**src/rtl/ranc_cfg_pkg.sv**
```systemverilog
// Shared configuration for the RANC parameter loader: FSM state type, default
// sizing constants and the core-sequencing helper.
package ranc_cfg_pkg;

  localparam int unsigned RANC_NUM_NEURONS = 256;
  localparam int unsigned RANC_DW          = 368;

  typedef enum logic [1:0] {
    IDLE = 2'd0,
    LOAD = 2'd1,
    DONE = 2'd2
  } ranc_state_e;

  // Next core index after idx, stepping over the output-bus tile.
  // A result >= nc means no loadable core remains.
  function automatic int unsigned next_valid_core(input int unsigned idx,
                                                  input int unsigned nc,
                                                  input int unsigned output_core);
    int unsigned n;
    n = idx + 1;
    if (n == output_core) n = n + 1;
    if (n > nc) n = nc;
    return n;
  endfunction

endpackage

```
**src/rtl/ranc_xor_fold.sv**
```systemverilog
// Folds a DW-bit word into 16 bits by XOR of its 16-bit slices; the top slice
// is zero-padded when DW is not a multiple of 16.
module ranc_xor_fold #(
  parameter int unsigned DW = 368
) (
  input  logic [DW-1:0] data_i,
  output logic [15:0]   fold_o
);

  localparam int unsigned LANES = (DW + 15) / 16;

  logic [LANES*16-1:0] padded;

  always_comb begin
    padded         = '0;
    padded[DW-1:0] = data_i;
    fold_o         = '0;
    for (int unsigned i = 0; i < LANES; i++) begin
      fold_o = fold_o ^ padded[i*16 +: 16];
    end
  end

endmodule

```
**src/rtl/ranc_param_dispatcher.sv**
```systemverilog
// Parameter/neuron-data loader for an X*Y RANC grid: sequences cores in address
// order, skips the output-bus tile, flags sequencing errors.
// Optional per-core checksum enabled by defining RANC_PARAM_CHECKSUM_EN.
module ranc_param_dispatcher
  import ranc_cfg_pkg::*;
#(
  parameter  int unsigned GRID_X      = 3,
  parameter  int unsigned GRID_Y      = 2,
  parameter  int unsigned OUTPUT_CORE = 5,
  parameter  int unsigned NUM_NEURONS = RANC_NUM_NEURONS,
  parameter  int unsigned DW          = RANC_DW,
  localparam int unsigned NC          = GRID_X * GRID_Y,
  localparam int unsigned AW          = $clog2(NUM_NEURONS),
  localparam int unsigned CW          = (NC > 1) ? $clog2(NC) : 1
) (
  input  logic          clk,
  input  logic          reset_n,
  input  logic          start,
  input  logic          in_wen,
  input  logic [AW-1:0] in_addr,
  input  logic [DW-1:0] in_data,
  output logic [NC-1:0] param_wen,
  output logic [AW-1:0] param_addr,
  output logic [DW-1:0] param_data,
  output logic [CW-1:0] core_idx,
  output logic          core_done,
  output logic          busy,
  output logic          done,
  output logic          seq_error,
  output logic [15:0]   checksum
);

  localparam int unsigned   FIRST_CORE = (OUTPUT_CORE == 0) ? 1 : 0;
  localparam logic [AW-1:0] LAST_ADDR  = AW'(NUM_NEURONS - 1);
  localparam logic [NC-1:0] OUT_MASK   = (OUTPUT_CORE < NC) ? (NC'(1) << OUTPUT_CORE) : '0;

  ranc_state_e   state_q, state_d;
  logic [CW-1:0] core_idx_q, core_idx_d;
  logic [AW-1:0] exp_addr_q, exp_addr_d;
  logic [NC-1:0] wen_q, wen_d;
  logic [AW-1:0] addr_q, addr_d;
  logic [DW-1:0] data_q, data_d;
  logic          core_done_q, core_done_d;
  logic          err_q, err_d;
  logic          accept;
  int unsigned   nxt;

  assign accept = (state_q == LOAD) && in_wen && (in_addr == exp_addr_q);

  always_ff @(posedge clk or negedge reset_n) begin
    if (!reset_n) begin
      state_q     <= IDLE;
      core_idx_q  <= CW'(FIRST_CORE);
      exp_addr_q  <= '0;
      wen_q       <= '0;
      addr_q      <= '0;
      data_q      <= '0;
      core_done_q <= 1'b0;
      err_q       <= 1'b0;
    end else begin
      state_q     <= state_d;
      core_idx_q  <= core_idx_d;
      exp_addr_q  <= exp_addr_d;
      wen_q       <= wen_d;
      addr_q      <= addr_d;
      data_q      <= data_d;
      core_done_q <= core_done_d;
      err_q       <= err_d;
    end
  end

  always_comb begin
    state_d     = state_q;
    core_idx_d  = core_idx_q;
    exp_addr_d  = exp_addr_q;
    wen_d       = '0;
    addr_d      = addr_q;
    data_d      = data_q;
    core_done_d = 1'b0;
    err_d       = err_q;
    nxt         = 0;
    unique case (state_q)
      IDLE, DONE: begin
        if (in_wen) err_d = 1'b1;
        if (start) begin
          state_d    = LOAD;
          core_idx_d = CW'(FIRST_CORE);
          exp_addr_d = '0;
        end
      end
      LOAD: begin
        if (accept) begin
          wen_d[core_idx_q] = 1'b1;
          addr_d            = in_addr;
          data_d            = in_data;
          if (exp_addr_q == LAST_ADDR) begin
            core_done_d = 1'b1;
            exp_addr_d  = '0;
            nxt         = next_valid_core(int'(core_idx_q), NC, OUTPUT_CORE);
            if (nxt >= NC) state_d = DONE;
            else           core_idx_d = CW'(nxt);
          end else begin
            exp_addr_d = exp_addr_q + 1'b1;
          end
        end else if (in_wen) begin
          err_d = 1'b1;
        end
      end
      default: state_d = IDLE;
    endcase
    // The output tile never receives writes, whatever core_idx holds.
    wen_d = wen_d & ~OUT_MASK;
  end

  assign param_wen  = wen_q;
  assign param_addr = addr_q;
  assign param_data = data_q;
  assign core_idx   = core_idx_q;
  assign core_done  = core_done_q;
  assign busy       = (state_q == LOAD);
  assign done       = (state_q == DONE);
  assign seq_error  = err_q;

`ifdef RANC_PARAM_CHECKSUM_EN
  logic [15:0] fold;
  logic [15:0] checksum_q;

  ranc_xor_fold #(.DW(DW)) u_fold (
    .data_i (in_data),
    .fold_o (fold)
  );

  // The first accepted write of each core reseeds the running XOR.
  always_ff @(posedge clk or negedge reset_n) begin
    if (!reset_n)    checksum_q <= '0;
    else if (accept) checksum_q <= (exp_addr_q == '0) ? fold : (checksum_q ^ fold);
  end

  assign checksum = checksum_q;
`else
  assign checksum = '0;
`endif

endmodule

```
**config.mk**
```make
export PLATFORM = sky130hd
export DESIGN_NAME = ranc_param_dispatcher
export DESIGN_NICKNAME = d
export VERILOG_FILES = /design/src/rtl/ranc_cfg_pkg.sv /design/src/rtl/ranc_xor_fold.sv /design/src/rtl/ranc_param_dispatcher.sv
export SDC_FILE = /design/constraint.sdc
export NUM_CORES = 1
export LEC_CHECK = 0
export BUFFER_PORTS_ARGS = -buffer_cell sky130_fd_sc_hd__buf_2
export CAP_MARGIN = 20
export CORE_AREA = 2 2 308 310
export CTS_CLUSTER_DIAMETER = 80
export DETAILED_ROUTE_END_ITERATION = 6
export DIE_AREA = 0 0 310 312
export PLACE_DENSITY = 0.47
export RECOVER_POWER = 50
export SYNTH_ARGS = -nofsm -noshare
export SYNTH_HDL_FRONTEND = slang
export SYNTH_SLANG_ARGS = --single-unit
```
**constraint.sdc**
```tcl
create_clock -name clk -period 4.1 [get_ports clk]
set_input_delay 0.41 -clock clk [delete_from_list [all_inputs] [get_ports clk]]
set_output_delay 0.41 -clock clk [all_outputs]
set_load 0.01 [all_outputs]
```
==> metrics.md, run 1 <==
| Metric | Value |
|---|---|
| Critical path type | `in2async` |
| CTS Sinks | `396` |
| Max FO, Critical Path | `88` |
| Tot GR Track Use | `0.115` |
| Sequential cell area fraction in the yosys report | `0.645` |
| Clock period minus worst slack | `2.87 ns` |
| Placed cells | `3706` |
| Largest net degree at the start of global routing | `108` |
| Least-Margin Pin Slew | `2.61 ns` |
| Commonest non-fill, non-tap cell in the layout | `nand2_1` |
| Die ar. | `0.0967 sq mm` |
| Leakage | `0.0142 uW` |
| Worst setup SP type | `primary input` |
| Switching Share | `0.274` |
| Latest clock arrival within the worst-skew pair | `0.60 ns` |
| Synthesized instance count | `1731` |
| Port Buf Inserts | `767` |
| Worst-path clk slew | `0.06 ns` |
| Comb power frac | `0.155` |
| Internal power | `7710 uW` |
| Hold Violations, Final | `0` |
| Clk pwr share | `0.416` |
| Fin nets | `3231` |
| Fin crit share | `0.700` |
| Synth Warn # | `0` |
| Vias per cell | `3.68` |
| Most frequent cells in the layout | `nand2_1, buf_2, dfrtp_1` |
| Number of CTS-inserted buffers | `50` |
| Max_slew headroom | `-0.738` |
| Die Ht | `312 um` |
| DR iter-0 viols | `800` |
| Worst reg-to-reg path cell count | `7` |
| Seq cells post-synth | `396` |
| Final Setup Violations | `0` |
| Clk_skew | `0.0235 ns` |
| Worst min path class | `in2reg` |
| Fin cells | `4140` |
| Antenna viol nets, final | `0` |
| Placeable Area | `0.0930 sq mm` |
| DRC | `0` |
| Fraction of layout cells with a size suffix above 1 | `0.241` |
| Sequential power share | `0.428` |
| Max-Cap Viols | `1` |
| First-pass GRT wire length | `87.9 mm` |
| Run status | `complete, but fails checks` |
| R2R Setup Slk | `1.40 ns` |
| Via Count | `15238` |
| Critical path capture point type | `asynchronous set/reset pin` |
| Post-CTS sizing | `0` |
| Design area | `0.0256 sq mm` |
| Yosys cell types | `42` |
| PD cells | `416 mW/mm^2` |
| Worst vdd ir | `257 uV` |
| Worst hold start | `in_data[267]` |
| Initial antenna violation count | `2` |
| Cell Area, Synth | `0.0154 sq mm` |
| Fmax | `0.348 GHz` |
| RSZ-0062 raised after global routing | `no` |
| Minimum hold slack | `0.0554 ns` |
| Area growth from synthesis to layout | `66.5%` |
| Initial core utilization | `0.165` |
| Slew Limit Fails | `86` |
| Overflow after GRT | `0` |
| Failing checks | `capacitance limit, slew limit` |
| Hold path depth | `3` |
| CTS tree | `yes` |
| Root buffer cell | `clkbuf_16` |
| Rows | `112` |
| Setup Total Neg Slack | `0 ns` |
| Wirelength per Cell | `14.1 um` |
| Post-place setup slack | `1.34 ns` |
| Hpwl dp | `41.7 mm` |
| Clock tree buffer depth | `3` |
| Final WS setup | `1.23 ns` |
| R2R Path End | `param_data[152]` |
| I/O pin cnt | `785` |
| DRT Pass-1 Iters | `5` |
| Hold Crit Endpoint | `param_data[267]` |
| Worst EP required | `4.78 ns` |
| Filler cells | `10188` |
| WP data arrival | `3.55 ns` |
| Vias in the first global route | `15377` |
| Final GP Congestion | `0.782` |
| Die Width | `310 um` |
| H-Tree Depth | `2` |
| Reg2reg start | `exp_addr_q[5]` |
| Post-DP Area | `0.0208 sq mm` |
| Final wirelength | `58.5 mm` |
| Net Switching | `2920 uW` |
| Synth Area per Inst | `8.88 sq um` |
final cells by class:
cell class / instances / area, sq um / share of cell area
antenna: 1 / 2.50 / 0.0000978
timing repair buffer: 1154 / 7510 / 0.293
sequential: 396 / 9910 / 0.387
tap: 1254 / 1570 / 0.0613
clock inverter: 16 / 209 / 0.00817
inverter: 4 / 15.0 / 0.000587
clock buffer: 74 / 1430 / 0.0560
multi-input combinational: 1241 / 4930 / 0.193
worst max-delay path by stage:
| stage | slack [ns] | cells past startpoint | to | startpoint |
|---|---|---|---|---|
| floorplan | 2.16 | 8 | core_idx[0] | core_idx[0] |
| global placement | 1.35 | 8 | param_data[152] | in_addr[6] |
| detailed placement | 1.34 | 8 | param_data[152] | in_addr[6] |
| CTS | 1.39 | 5 | seq_error | exp_addr_q[5] |
| global route | 0.76 | 3 | param_data[270] | reset_n |
| finish | 1.23 | 3 | param_data[272] | reset_n |
critical path, cell delays in order:
cell and delay, ns:
dlygate4sd3_1 0.52, clkbuf_2 1.79, clkbuf_2 0.76
power groups by stage:
stage                     Combinational (uW)  Clock [uW]  Sequential, uW
after detailed placement                1460           0            4610
after global routing                    1840        4760            4600
final                                   1650        4420            4550
after CTS                               1730        4620            4550
after floorplan                          469           0            4750
after global placement                  1450           0            4610
state kept, by name, indices dropped and copies added (netlist names):
name	cells
core_done	1
core_idx	3
exp_addr_q	8
param_addr	8
param_data	368
param_wen	5
seq_error	1
state_q	2
synthesized netlist by cell type:
cell type  count  area share
nand2_1     1141        0.28
dfrtp_1      396        0.65
buf_2         47       0.015
clkbuf_1      28      0.0068
buf_4         26       0.013
o21ai_0       11      0.0036
xor2_1         8      0.0046
nor2_1         6      0.0015
and3_1         5      0.0020
nand3_1        5      0.0016
nor4_1         5      0.0020
ha_1           4      0.0033
nor2b_1        4      0.0016
and2_1         3      0.0012
buf_6          3      0.0022
inv_1          3     0.00073
nand2b_1       3      0.0012
nor3_1         3     0.00098
a2bb2oi_1      2      0.0011
a31oi_1        2     0.00081
buf_1          2     0.00049
mux2i_1        2      0.0013
o22ai_1        2     0.00081
xnor2_1        2      0.0011
a211oi_1       1     0.00049
a21o_1         1     0.00049
a21oi_1        1     0.00033
a22o_1         1     0.00057
a22oi_1        1     0.00049
a31o_2         1     0.00057
a41oi_1        1     0.00057
conb_1         1     0.00024
inv_2          1     0.00024
nand3_2        1     0.00065
nand4_1        1     0.00041
nor3b_1        1     0.00049
nor4_2         1     0.00081
nor4b_1        1     0.00057
o2bb2ai_1      1     0.00057
o41ai_1        1     0.00057
or3_1          1     0.00041
or4b_1         1     0.00065
routing by layer:
metal,vias up,global-route usage,routed length (um),share of wire
met1,7116,0.131,23100,0.39
met3,97,0.0358,4670,0.080
met2,560,0.201,29100,0.50
met5,-,0,7,0.00012
met4,2,0.0389,1750,0.030
li1,7463,-,-,-
per-stage QoR:
step,power (uW),util
floorplan,5210,-
global placement,6060,0.223
detailed placement,6070,0.223
CTS,10900,0.278
global route,11200,0.275
finish,10600,0.275
logic make-up (layout without fill, tap and decap cells):
kind of cell / after synthesis / count (layout) / synth area share
adders and majority gates: 4 / 4 / 0.00326
other: 1 / 18 / 0.000244
xor gates and xnor gates: 10 / 10 / 0.00570
muxes: 2 / 2 / 0.00130
AOI/OAI and AO/OA: 26 / 26 / 0.0110
buffers and inverters: 110 / 1248 / 0.0385
DFF: 396 / 396 / 0.645
and+or+nand+nor: 1182 / 1182 / 0.295
timing repair:
action / CTS / global route
endpoints found under the hold margin: 420 / 0
hold buffers: 343 / 0
buffers inserted: 0 / 0
No activity file was read; power rests on OpenSTA's default activity.
==> inputs of run 2 (changes only) <==
clock period = 2.9 ns   (was 4.1 ns; I/O delays follow)
==> metrics.md, run 2 (synthesis results as in run 1) <==
| Metric | Value |
|---|---|
| Filler cells | `10131` |
| Rows | `112` |
| DRC | `0` |
| Overflow after GRT | `0` |
| Area growth from synthesis to layout | `68.4%` |
| Hold path depth | `3` |
| Run status | `complete, but fails checks` |
| First-pass GRT wire length | `88.9 mm` |
| Grt met2 use | `0.209` |
| PD cells | `574 mW/mm^2` |
| Crit path buf inv count | `2` |
| Critical Path Stages | `7` |
| Setup Total Neg Slack | `0 ns` |
| CTS Sinks | `396` |
| Max FO, Critical Path | `29` |
| Vias in the first global route | `15751` |
| Final wirelength | `59.5 mm` |
| Slowest stage cell, crit path | `nor4_2` |
| Number of CTS-inserted buffers | `47` |
| Final WS setup | `0.525 ns` |
| Worst-path clk slew | `0.06 ns` |
| Clock tree buffer depth | `3` |
| Most frequent cells in the layout | `nand2_1, buf_2, dfrtp_1` |
| Peak per-stage delay on the critical path | `0.54 ns` |
| Clock period minus worst slack | `2.38 ns` |
| Worst reg-to-reg path cell count | `7` |
| Hold Violations, Final | `0` |
| Fin nets | `3269` |
| Initial antenna violation count | `1` |
| Max-Cap Viols | `1` |
| Post-place setup slack | `0.519 ns` |
| Critical path type | `reg2reg` |
| Fmax | `0.421 GHz` |
| Slew Limit Fails | `66` |
| DRT Pass-1 Iters | `5` |
| Die Ht | `312 um` |
| Worst min path class | `in2reg` |
| Gr busiest metal | `met2` |
| Antenna viol nets, final | `0` |
| Final Setup Violations | `0` |
| I/O pin cnt | `785` |
| Fraction of layout cells with a size suffix above 1 | `0.239` |
| Max FFs per register | `368` |
| Failing checks | `capacitance limit, slew limit` |
| Worst EP required | `3.37 ns` |
| Tot GR Track Use | `0.116` |
| Worst setup SP type | `register` |
| Wirelength per Cell | `14.3 um` |
| RSZ-0062 raised after global routing | `no` |
| M3 GR Usage | `0.0348` |
| WP data arrival | `2.85 ns` |
| Die ar. | `0.0967 sq mm` |
| Fin crit share | `0.819` |
| Hpwl dp | `42.5 mm` |
| Latest clock arrival within the worst-skew pair | `0.59 ns` |
| Leakage | `0.0143 uW` |
| Largest net degree at the start of global routing | `82` |
| DR iter-0 viols | `781` |
| Critical path capture point type | `register` |
| CTS tree | `yes` |
| H-Tree Depth | `2` |
| Placeable Area | `0.0930 sq mm` |
| Crit path max-delay family | `simple AND/OR/NAND/NOR gates` |
| Die Width | `310 um` |
| Final GP Congestion | `0.813` |
| Vias per cell | `3.70` |
| Crit-path cells | `xor2_1 -> nor4_2 -> and3_4 -> buf_12 -> buf_4 -> xnor2_1 -> a21oi_1` |
| Post-CTS sizing | `0` |
| Initial core utilization | `0.165` |
| Grt met1 use | `0.131` |
| Worst vdd ir | `303 uV` |
| Root buffer cell | `clkbuf_16` |
| Via Count | `15433` |
| Commonest non-fill, non-tap cell in the layout | `nand2_1` |
| Clk_skew | `0.0188 ns` |
| Port Buf Inserts | `767` |
| Max_slew headroom | `-0.421` |
| Least-Margin Pin Slew | `2.13 ns` |
run 2: cell types whose count changed in the layout (fill, tap and decap cells not counted), sizes merged:
cell         delta
dlygate4sd3    +34
inv             -4
buf             +2
clkinvlp        -1
run 2: tightest hold or removal path, stage by stage:
cell     delay (ns)
buf_2          0.14
nand2_1        0.11
nand2_1        0.06
run 2: repair_timing:
action / in CTS / in global routing
endpoints found under the setup margin: 0 / 0
hold buffers: 377 / 0
endpoints found under the hold margin: 428 / 0
buffers inserted: 0 / 0
run 2: through the flow:
stage	area (sq um)	utilization	hold WS [ns]	total power (uW)	std cells
2_1_floorplan	15400	-	-0.00559	7370	1747
3_3_place_gp	20800	0.224	0.333	8600	3713
3_5_place_dp	20800	0.224	0.326	8600	3713
4_1_cts	26200	0.281	0.0252	15200	4170
5_1_grt	25900	0.278	0.0256	15600	4170
6_report	25900	0.278	0.0585	14900	4171
run 2: final timing paths:
check,start,endpoint,slack [ns]
max in group asynchronous,reset_n,param_wen[0],0.58
max,exp_addr_q[6],exp_addr_q[0],0.52
max reg2reg,exp_addr_q[6],exp_addr_q[0],0.52
min,in_addr[6],param_addr[6],0.06
min reg2reg,param_data[95],param_data[95],0.46
min in group asynchronous,reset_n,param_data[257],0.84
run 2: where the power goes:
group / switching [uW] / internal, uW / leakage (uW)
sequential: 369 / 6070 / 0.00546
clock: 2370 / 3650 / 0.000765
combinational: 1290 / 1100 / 0.00810
run 2: layout make-up:
cell class	count	area, sq um	share of cell area
multi-input combinational	1241	4930	0.191
timing repair buffer	1195	7900	0.305
antenna	1	2.50	0.0000967
clock inverter	11	155	0.00600
clock buffer	69	1390	0.0538
inverter	4	15.0	0.000580
sequential	396	9910	0.383
tap	1254	1570	0.0606
run 2: per-layer routing:
layer  vias up  routed length, um
met1      7238              23000
met5         -                  0
met4         0               1630
li1       7533                  -
met3        92               4870
met2       570              29900
